--- src/rtl/frame_scan_controller.sv ---
// Frame sequencer for the pixel-pair read path: start-up delay, per-row sync gap,
// then one pixel pair per accepted beat, with incrementally maintained addresses.
module frame_scan_controller #(
    parameter int IMAGE_WIDTH           = 768,
    parameter int IMAGE_HEIGHT          = 512,
    parameter int STARTUP_DELAY         = 100,
    parameter int HORIZONTAL_SYNC_DELAY = 160,
    parameter int BOTTOM_UP             = 1,
    parameter int ROW_WIDTH             = 9,
    parameter int COL_WIDTH             = 9,
    parameter int ADDR_WIDTH            = 19,
    parameter int DELAY_WIDTH           = 16
) (
    input  logic                  clk,
    input  logic                  reset,
    input  logic                  start,
    input  logic                  sink_ready,
    output logic                  vertical_Pulse,
    output logic                  horizontal_Pulse,
    output logic                  pixel_valid,
    output logic [ROW_WIDTH-1:0]  row,
    output logic [COL_WIDTH-1:0]  col,
    output logic [ADDR_WIDTH-1:0] even_Addr,
    output logic [ADDR_WIDTH-1:0] odd_Addr,
    output logic                  busy,
    output logic                  done_Flag
);

    typedef enum logic [2:0] {
        S_IDLE  = 3'd0,
        S_VSYNC = 3'd1,
        S_HSYNC = 3'd2,
        S_DATA  = 3'd3,
        S_DONE  = 3'd4
    } state_t;

    localparam int VS_CYC = (STARTUP_DELAY < 1) ? 1 : STARTUP_DELAY;
    localparam int HS_CYC = (HORIZONTAL_SYNC_DELAY < 1) ? 1 : HORIZONTAL_SYNC_DELAY;
    localparam logic [DELAY_WIDTH-1:0] VS_LAST  = DELAY_WIDTH'(VS_CYC - 1);
    localparam logic [DELAY_WIDTH-1:0] HS_LAST  = DELAY_WIDTH'(HS_CYC - 1);
    localparam logic [COL_WIDTH-1:0]   COL_LAST = COL_WIDTH'(IMAGE_WIDTH / 2 - 1);
    localparam logic [ROW_WIDTH-1:0]   ROW_LAST = ROW_WIDTH'(IMAGE_HEIGHT - 1);
    localparam logic [ADDR_WIDTH-1:0]  ADDR_BASE =
        ADDR_WIDTH'((BOTTOM_UP != 0) ? (IMAGE_HEIGHT - 1) * IMAGE_WIDTH : 0);
    localparam logic [ADDR_WIDTH-1:0]  ADDR_STEP = ADDR_WIDTH'(2);
    // Bottom-up: from the last pair of memory row r to the first pair of row r-1.
    localparam logic [ADDR_WIDTH-1:0]  LINE_BACK = ADDR_WIDTH'(2 * IMAGE_WIDTH - 2);

    state_t                 state_q, state_d;
    logic [DELAY_WIDTH-1:0] dly_q, dly_d;
    logic [ROW_WIDTH-1:0]   row_q, row_d;
    logic [COL_WIDTH-1:0]   col_q, col_d;
    logic [ADDR_WIDTH-1:0]  addr_q, addr_d;

    always_ff @(posedge clk or negedge reset) begin
        if (!reset) begin
            state_q <= S_IDLE;
            dly_q   <= '0;
            row_q   <= '0;
            col_q   <= '0;
            addr_q  <= ADDR_BASE;
        end else begin
            state_q <= state_d;
            dly_q   <= dly_d;
            row_q   <= row_d;
            col_q   <= col_d;
            addr_q  <= addr_d;
        end
    end

    always_comb begin
        state_d = state_q;
        dly_d   = dly_q;
        row_d   = row_q;
        col_d   = col_q;
        addr_d  = addr_q;
        case (state_q)
            S_IDLE, S_DONE: begin
                if (state_q == S_IDLE) begin
                    row_d  = '0;
                    col_d  = '0;
                    addr_d = ADDR_BASE;
                end
                if (start) begin
                    state_d = S_VSYNC;
                    dly_d   = '0;
                    row_d   = '0;
                    col_d   = '0;
                    addr_d  = ADDR_BASE;
                end
            end
            S_VSYNC: begin
                if (dly_q == VS_LAST) begin
                    state_d = S_HSYNC;
                    dly_d   = '0;
                end else begin
                    dly_d = dly_q + 1'b1;
                end
            end
            S_HSYNC: begin
                if (dly_q == HS_LAST) begin
                    state_d = S_DATA;
                    dly_d   = '0;
                end else begin
                    dly_d = dly_q + 1'b1;
                end
            end
            S_DATA: begin
                if (sink_ready) begin
                    if (col_q == COL_LAST) begin
                        col_d = '0;
                        if (row_q == ROW_LAST) begin
                            state_d = S_DONE;
                        end else begin
                            state_d = S_HSYNC;
                            dly_d   = '0;
                            row_d   = row_q + 1'b1;
                            addr_d  = (BOTTOM_UP != 0) ? addr_q - LINE_BACK : addr_q + ADDR_STEP;
                        end
                    end else begin
                        col_d  = col_q + 1'b1;
                        addr_d = addr_q + ADDR_STEP;
                    end
                end
            end
            default: state_d = S_IDLE;
        endcase
    end

    assign vertical_Pulse   = (state_q == S_HSYNC) || (state_q == S_DATA);
    assign horizontal_Pulse = (state_q == S_DATA);
    assign pixel_valid      = (state_q == S_DATA);
    assign busy             = (state_q == S_VSYNC) || (state_q == S_HSYNC) || (state_q == S_DATA);
    assign done_Flag        = (state_q == S_DONE);
    assign row              = row_q;
    assign col              = col_q;
    assign even_Addr        = addr_q;
    assign odd_Addr         = addr_q + 1'b1;

endmodule
--- config.mk ---
export PLATFORM = sky130hd
export DESIGN_NAME = frame_scan_controller
export DESIGN_NICKNAME = d
export VERILOG_FILES = /design/src/rtl/frame_scan_controller.sv
export SDC_FILE = /design/constraint.sdc
export NUM_CORES = 1
export LEC_CHECK = 0
export ABC_AREA = 1
export CAP_MARGIN = 20
export CORE_UTILIZATION = 54
export DETAILED_ROUTE_END_ITERATION = 6
export PLACE_DENSITY = 0.82
export SETUP_SLACK_MARGIN = 0.2
export SYNTH_ARGS = -nofsm -noshare
export SYNTH_HDL_FRONTEND = slang
export SYNTH_SLANG_ARGS = --single-unit
--- constraint.sdc ---
create_clock -name clk -period 3 [get_ports clk]
set_input_delay 0.75 -clock clk [delete_from_list [all_inputs] [get_ports clk]]
set_output_delay 0.75 -clock clk [all_outputs]
set_load 0.1 [all_outputs]
[After elaboration in Yosys (flattened, before gate mapping)]
Cells that the tools add are included.
Widths: inputs -> output; s select.
Cells by class
  reduce and logical (&&, ||, !) cells: 12
  multiplexer cells: 29
  equality and inequality tests: 16
  $add $sub $neg: 6
Operators with widths (count)
  $mux 16: 6
  $mux 19: 5
  $pmux 16 s4: 1
  $mux 9: 7
  $pmux 19 s2: 1
  $pmux 9 s2: 2
  $add 19x1->19 const B: 1
  $add 19x2->19 const B: 1
  $sub 19x11->19 const B: 1
  $add 9x1->9 const B: 2
  $eq 9x9->1 const B: 2
  $mux 3: 6
  $add 16x1->16 const B: 1
  $eq 16x7->1 const B: 1
  $eq 16x8->1 const B: 1
  $reduce_and 5->1: 3
  $pmux 3 s4: 1
  $ne 2x2->1 const B: 5
  $eq 3x2->1 const B: 2
  $ne 3x3->1 const B: 2
  $reduce_and 4->1: 1
  $reduce_bool 4->1: 1
  $eq 3x1->1 const B: 1
  $eq 3x3->1 const B: 1
  6 further kinds: 8
Storage, ports and cells
  output and inout bits: 61
  bits in registers: 56
  bits of input ports: 4
  word-level logic and storage cells: 68

[Logic depth before layout (Yosys ltp)]
  word-level depth: 5
  gate-level depth with buffers: 16
  gate-level depth less buffers: 16

[Worst setup path before layout]
Ideal clock, no wire load.
  kind: flip-flop to flip-flop
  start point: register col_q[1] (netlist: col[1])
  end point: register addr_q[15] (netlist: even_Addr[15])
  path buffers: 0
  data arrival time: 2.911 ns
  library setup time: 0.077 ns
  required time: 2.923 ns
  period minus slack after synthesis: 2.988 ns
  stages on the path, launching flop included: 17
  slack: 0.012 ns
  cell sequence: dfrtp_1 ha_1 nand3_1 nor2_1 nand3_1 inv_1 ha_1 nand2_1 inv_1 nand2_1 nand2_1 a21oi_1 nand2_1 nand2_1 nand2_1 nor2_1 nor2_1
On the way
  word-level cells in the longest chain between the ends: 4
  elaborated cells on any way between the ends: 6
  classes of those cells: eq/ne (2); mux (3); reduce/logical (1)
RTL lines
  start, declared: RTL line 52  | logic [COL_WIDTH-1:0] col_q, col_d;
  start signal, assigned: RTL line 66  | col_q <= col_d;
  $eq 9x9->1 *: RTL line 110  | if (col_q == COL_LAST) begin
  $mux 19: RTL line 110
  $mux 19: RTL line 109  | if (sink_ready) begin
  $pmux 19 s2: RTL line 77  | case (state_q)
  end signal, assigned: RTL line 67  | addr_q <= addr_d;
  end, declared: RTL line 53  | logic [ADDR_WIDTH-1:0] addr_q, addr_d;
Every way passes the cells marked *; elsewhere a longest branch is shown, timed or not. The select of a mux whose other input is x is not followed.
A chain may end at the register's enable or synchronous reset.

[Worst setup path after layout]
  start point: register col_q[1] (netlist: col[1])
  end point: register addr_q[18] (netlist: even_Addr[18])
The elaborated chain is that of the path after synthesis.

==> impl_metrics.env <==
export IMPL_status="completed"
export IMPL_clockBufferDepth=2
export IMPL_startpoint_type="flop"
export IMPL_die_y_um=86.0
export IMPL_grt_usage=0.257
export IMPL_synth_seq_cells=55
export IMPL_drv_slew=0
export IMPL_yosysUniqueCellTypes=41
export IMPL_place_inst=678
export IMPL_wl_per_cell_um=13.3
export IMPL_cts_root_buf="clkbuf_8"
export IMPL_rows=30
export IMPL_cpLargestDelayFamily="simple AND/OR/NAND/NOR gates"
export IMPL_ys_warn_count=0
export IMPL_grt_overflow_total=0
export IMPL_worst_path_buf_inv=2
export IMPL_grt_max_degree=29
export IMPL_fin_setup_tns_ps=0
export IMPL_regArea_um2=1390
export IMPL_syn_num_nets=562
export IMPL_place_hpwl_um=6890
export IMPL_dr_pass1_iters=5
export IMPL_relSlewSlack=0.563
export IMPL_finalHoldViolations=0
export IMPL_finClkSkew_ps=13.6
export IMPL_drv_cap=0
export IMPL_htreeDepth=2
export IMPL_routed_wl_um=9200
export IMPL_fmax_ghz=0.397
export IMPL_numCtsBuffers=5
export IMPL_leakagePower_nw=2.23
export IMPL_place_port_buffers=62
export IMPL_die_w_um=86.0
export IMPL_antennaDiodeCount=0
export IMPL_syn_avg_cell_area_um2=6.99
export IMPL_power_density_nw_per_um2=790
export IMPL_crit_chain="ha_1 -> nand3_1 -> nor2_1 -> nand3_1 -> inv_2 -> ha_1 -> nand2_1 -> nand3_1 -> a21oi_1 -> nand2_1 -> nand2_1 -> nand3_1 -> nand2_1 -> inv_1"
export IMPL_synth_edf_count=0
export IMPL_drc=0
export IMPL_worstPathArrival_ps=2790
export IMPL_syn_area_um2=3810
export IMPL_vdd_drop_max_mv=0.393
export IMPL_tightest_slew_ps=655
export IMPL_endpoint_kind="flop"
export IMPL_critPathRequiredTime_ps=3270
export IMPL_layout_nets=612
export IMPL_slowest_stage="dfrtp_2"
export IMPL_setup_worst_path_class="reg2reg"
export IMPL_path_clk_slew_ps=110
export IMPL_drive_gt1_frac=0.195
export IMPL_clkLatencyLatePin_ps=320
export IMPL_vias=3680
export IMPL_rsz0062_at_grt="yes"
export IMPL_synthArstFlopShare=1.00
export IMPL_yosysTopAreaCell="dfrtp_1"
export IMPL_initial_core_util=0.561
export IMPL_yosysTopAreaCellShare=0.302
export IMPL_cts_tree="built"
export IMPL_core_area_um2=6790
export IMPL_areaGrowthSynthToFinish_pct=17.4
export IMPL_ys_flop_type="dfrtp_1"
export IMPL_finalCritPeriodShare=0.839
export IMPL_hp_class="in2async"
export IMPL_via_per_inst=5.32
export IMPL_fill_cells=594
export IMPL_grt_pass1_vias=3354
export IMPL_antenna_found_initial=0
export IMPL_io_pins=65
export IMPL_synth_seq_area_share=0.364
export IMPL_multi_input_area_um2=2030
export IMPL_ctsHoldBuffers=0
export IMPL_postSynthCellCount=545
export IMPL_max_stage_delay_ps=420
export IMPL_instances_no_fill=692
export IMPL_setup_violations=0
export IMPL_synth_area_leaders="dfrtp_1, nand2_1, nor2_1"
export IMPL_gp_congestion=0.893
export IMPL_ant_nets=0
export IMPL_final_min_clock_period_ps=2520
export IMPL_drt_iter0_markers=145
export IMPL_grt_pass1_wl_um=15300
export IMPL_die_area_um2=7400
export IMPL_cp_max_fo=8
export IMPL_cts_sinks=55
## per-stage QoR
stage / cell area (um2) / hold slack, ps / power, mW / worst slack [ps] / util
2_1_floorplan: 3820 / 454 / 2.60 / 216 / -
3_5_place_dp: 4320 / 497 / 2.98 / 256 / 0.636
5_1_grt: 4470 / 501 / 3.74 / 171 / 0.658
3_3_place_gp: 4320 / 486 / 2.94 / 281 / 0.636
4_1_cts: 4420 / 472 / 3.45 / 305 / 0.651
6_report: 4470 / 439 / 3.53 / 483 / 0.658
## power breakdown
group	switching [mW]	internal, mW	leakage [nW]
combinational	1.46	0.532	1.46
clock	0.265	0.211	0.0505
sequential	0.178	0.889	0.717
## worst register-to-register path, delay by kind of cell, from the launching register on
| family | cells | cell delay [ps] |
|---|---|---|
| AO/OA/AOI/OAI | 1 | 230 |
| buffers and inverters | 2 | 250 |
| adder cells (fa/ha/maj) | 2 | 520 |
| AND/OR/NAND/NOR | 9 | 1050 |
| flip-flops | 1 | 420 |
## cell type report
class                           instances  area share
Clock inverter                          1     0.00168
Clock buffer                            7      0.0215
Timing Repair Buffer                   72       0.130
Sequential cell                        55       0.312
Inverter                               64      0.0543
Multi-Input combinational cell        397       0.454
Tap cell                               96      0.0269
## timing repair
| item | 4_1_cts | 5_1_grt |
|---|---|---|
| buffers inserted | 0 | 6 |
| endpoints found under the setup margin | 0 | 13 |
| gates resized for setup | 0 | 2 |
## per-layer routing
metal  GRT usage  part of all wire
met4      0.0606             0.013
met5           0                 0
met3      0.0356             0.046
met1       0.336              0.46
met2       0.449              0.48
## state kept, by name, summed over array words and instances, names as in the netlist
name	cells
dly_q	16
even_Addr	18
state_q	3
col	9
row	9
## layout by cell type (no fill, tap or decap), types with 3 or more instances in the layout
master / instances
nand2_1: 141
nor2_1: 71
buf_4: 66
inv_1: 58
dfrtp_1: 41
nand3_1: 37
a21oi_1: 20
o21ai_0: 19
o21ai_1: 15
xor2_1: 14
nand4_1: 13
ha_1: 13
nor3_1: 10
dfstp_2: 9
clkbuf_8: 7
inv_2: 5
nand2_2: 5
o211ai_1: 5
xnor2_1: 5
dfrtp_2: 5
nor2_2: 4
nand3b_1: 3
buf_12: 3
## Yosys cell counts, types with 2 or more instances
cell / n
xor2_1: 14
inv_1: 59
o21ai_0: 19
nor2_1: 72
nand3_2: 2
nand3b_1: 3
dfstp_2: 9
nor2_4: 2
buf_4: 7
nand3_1: 37
o211ai_1: 5
nor3_1: 10
nor2_2: 3
conb_1: 2
nand2_4: 2
nand2_1: 141
ha_1: 13
nand2_2: 5
a21oi_1: 20
inv_2: 4
buf_6: 2
xnor2_1: 5
clkbuf_1: 19
dfrtp_1: 46
o21ai_1: 15
o31ai_1: 2
nand4_1: 13
## cell families after synthesis
logic type               share of synthesized area
flip-flops                                   0.364
other                                      0.00197
adder cells (fa/ha/maj)                     0.0427
multiplexers                               0.00263
buffers and inverters                        0.103
AND/OR/NAND/NOR                              0.346
AO/OA/AOI/OAI                               0.0956
XOR/XNOR                                    0.0437
## worst paths after layout
check / cells past startpoint / endpoint / from / slack (ps)
max in group asynchronous: 2 / even_Addr[14] / reset / 1900
min in group clk: 1 / dly_q[0] / dly_q[0] / 510
hold / removal: 1 / col[3] / reset / 440
setup reg to reg: 14 / even_Addr[18] / col[1] / 480
hold reg to reg: 1 / dly_q[0] / dly_q[0] / 510
setup / recovery: 14 / even_Addr[18] / col[1] / 480
Note: power is estimated with default switching activity, not from simulation.
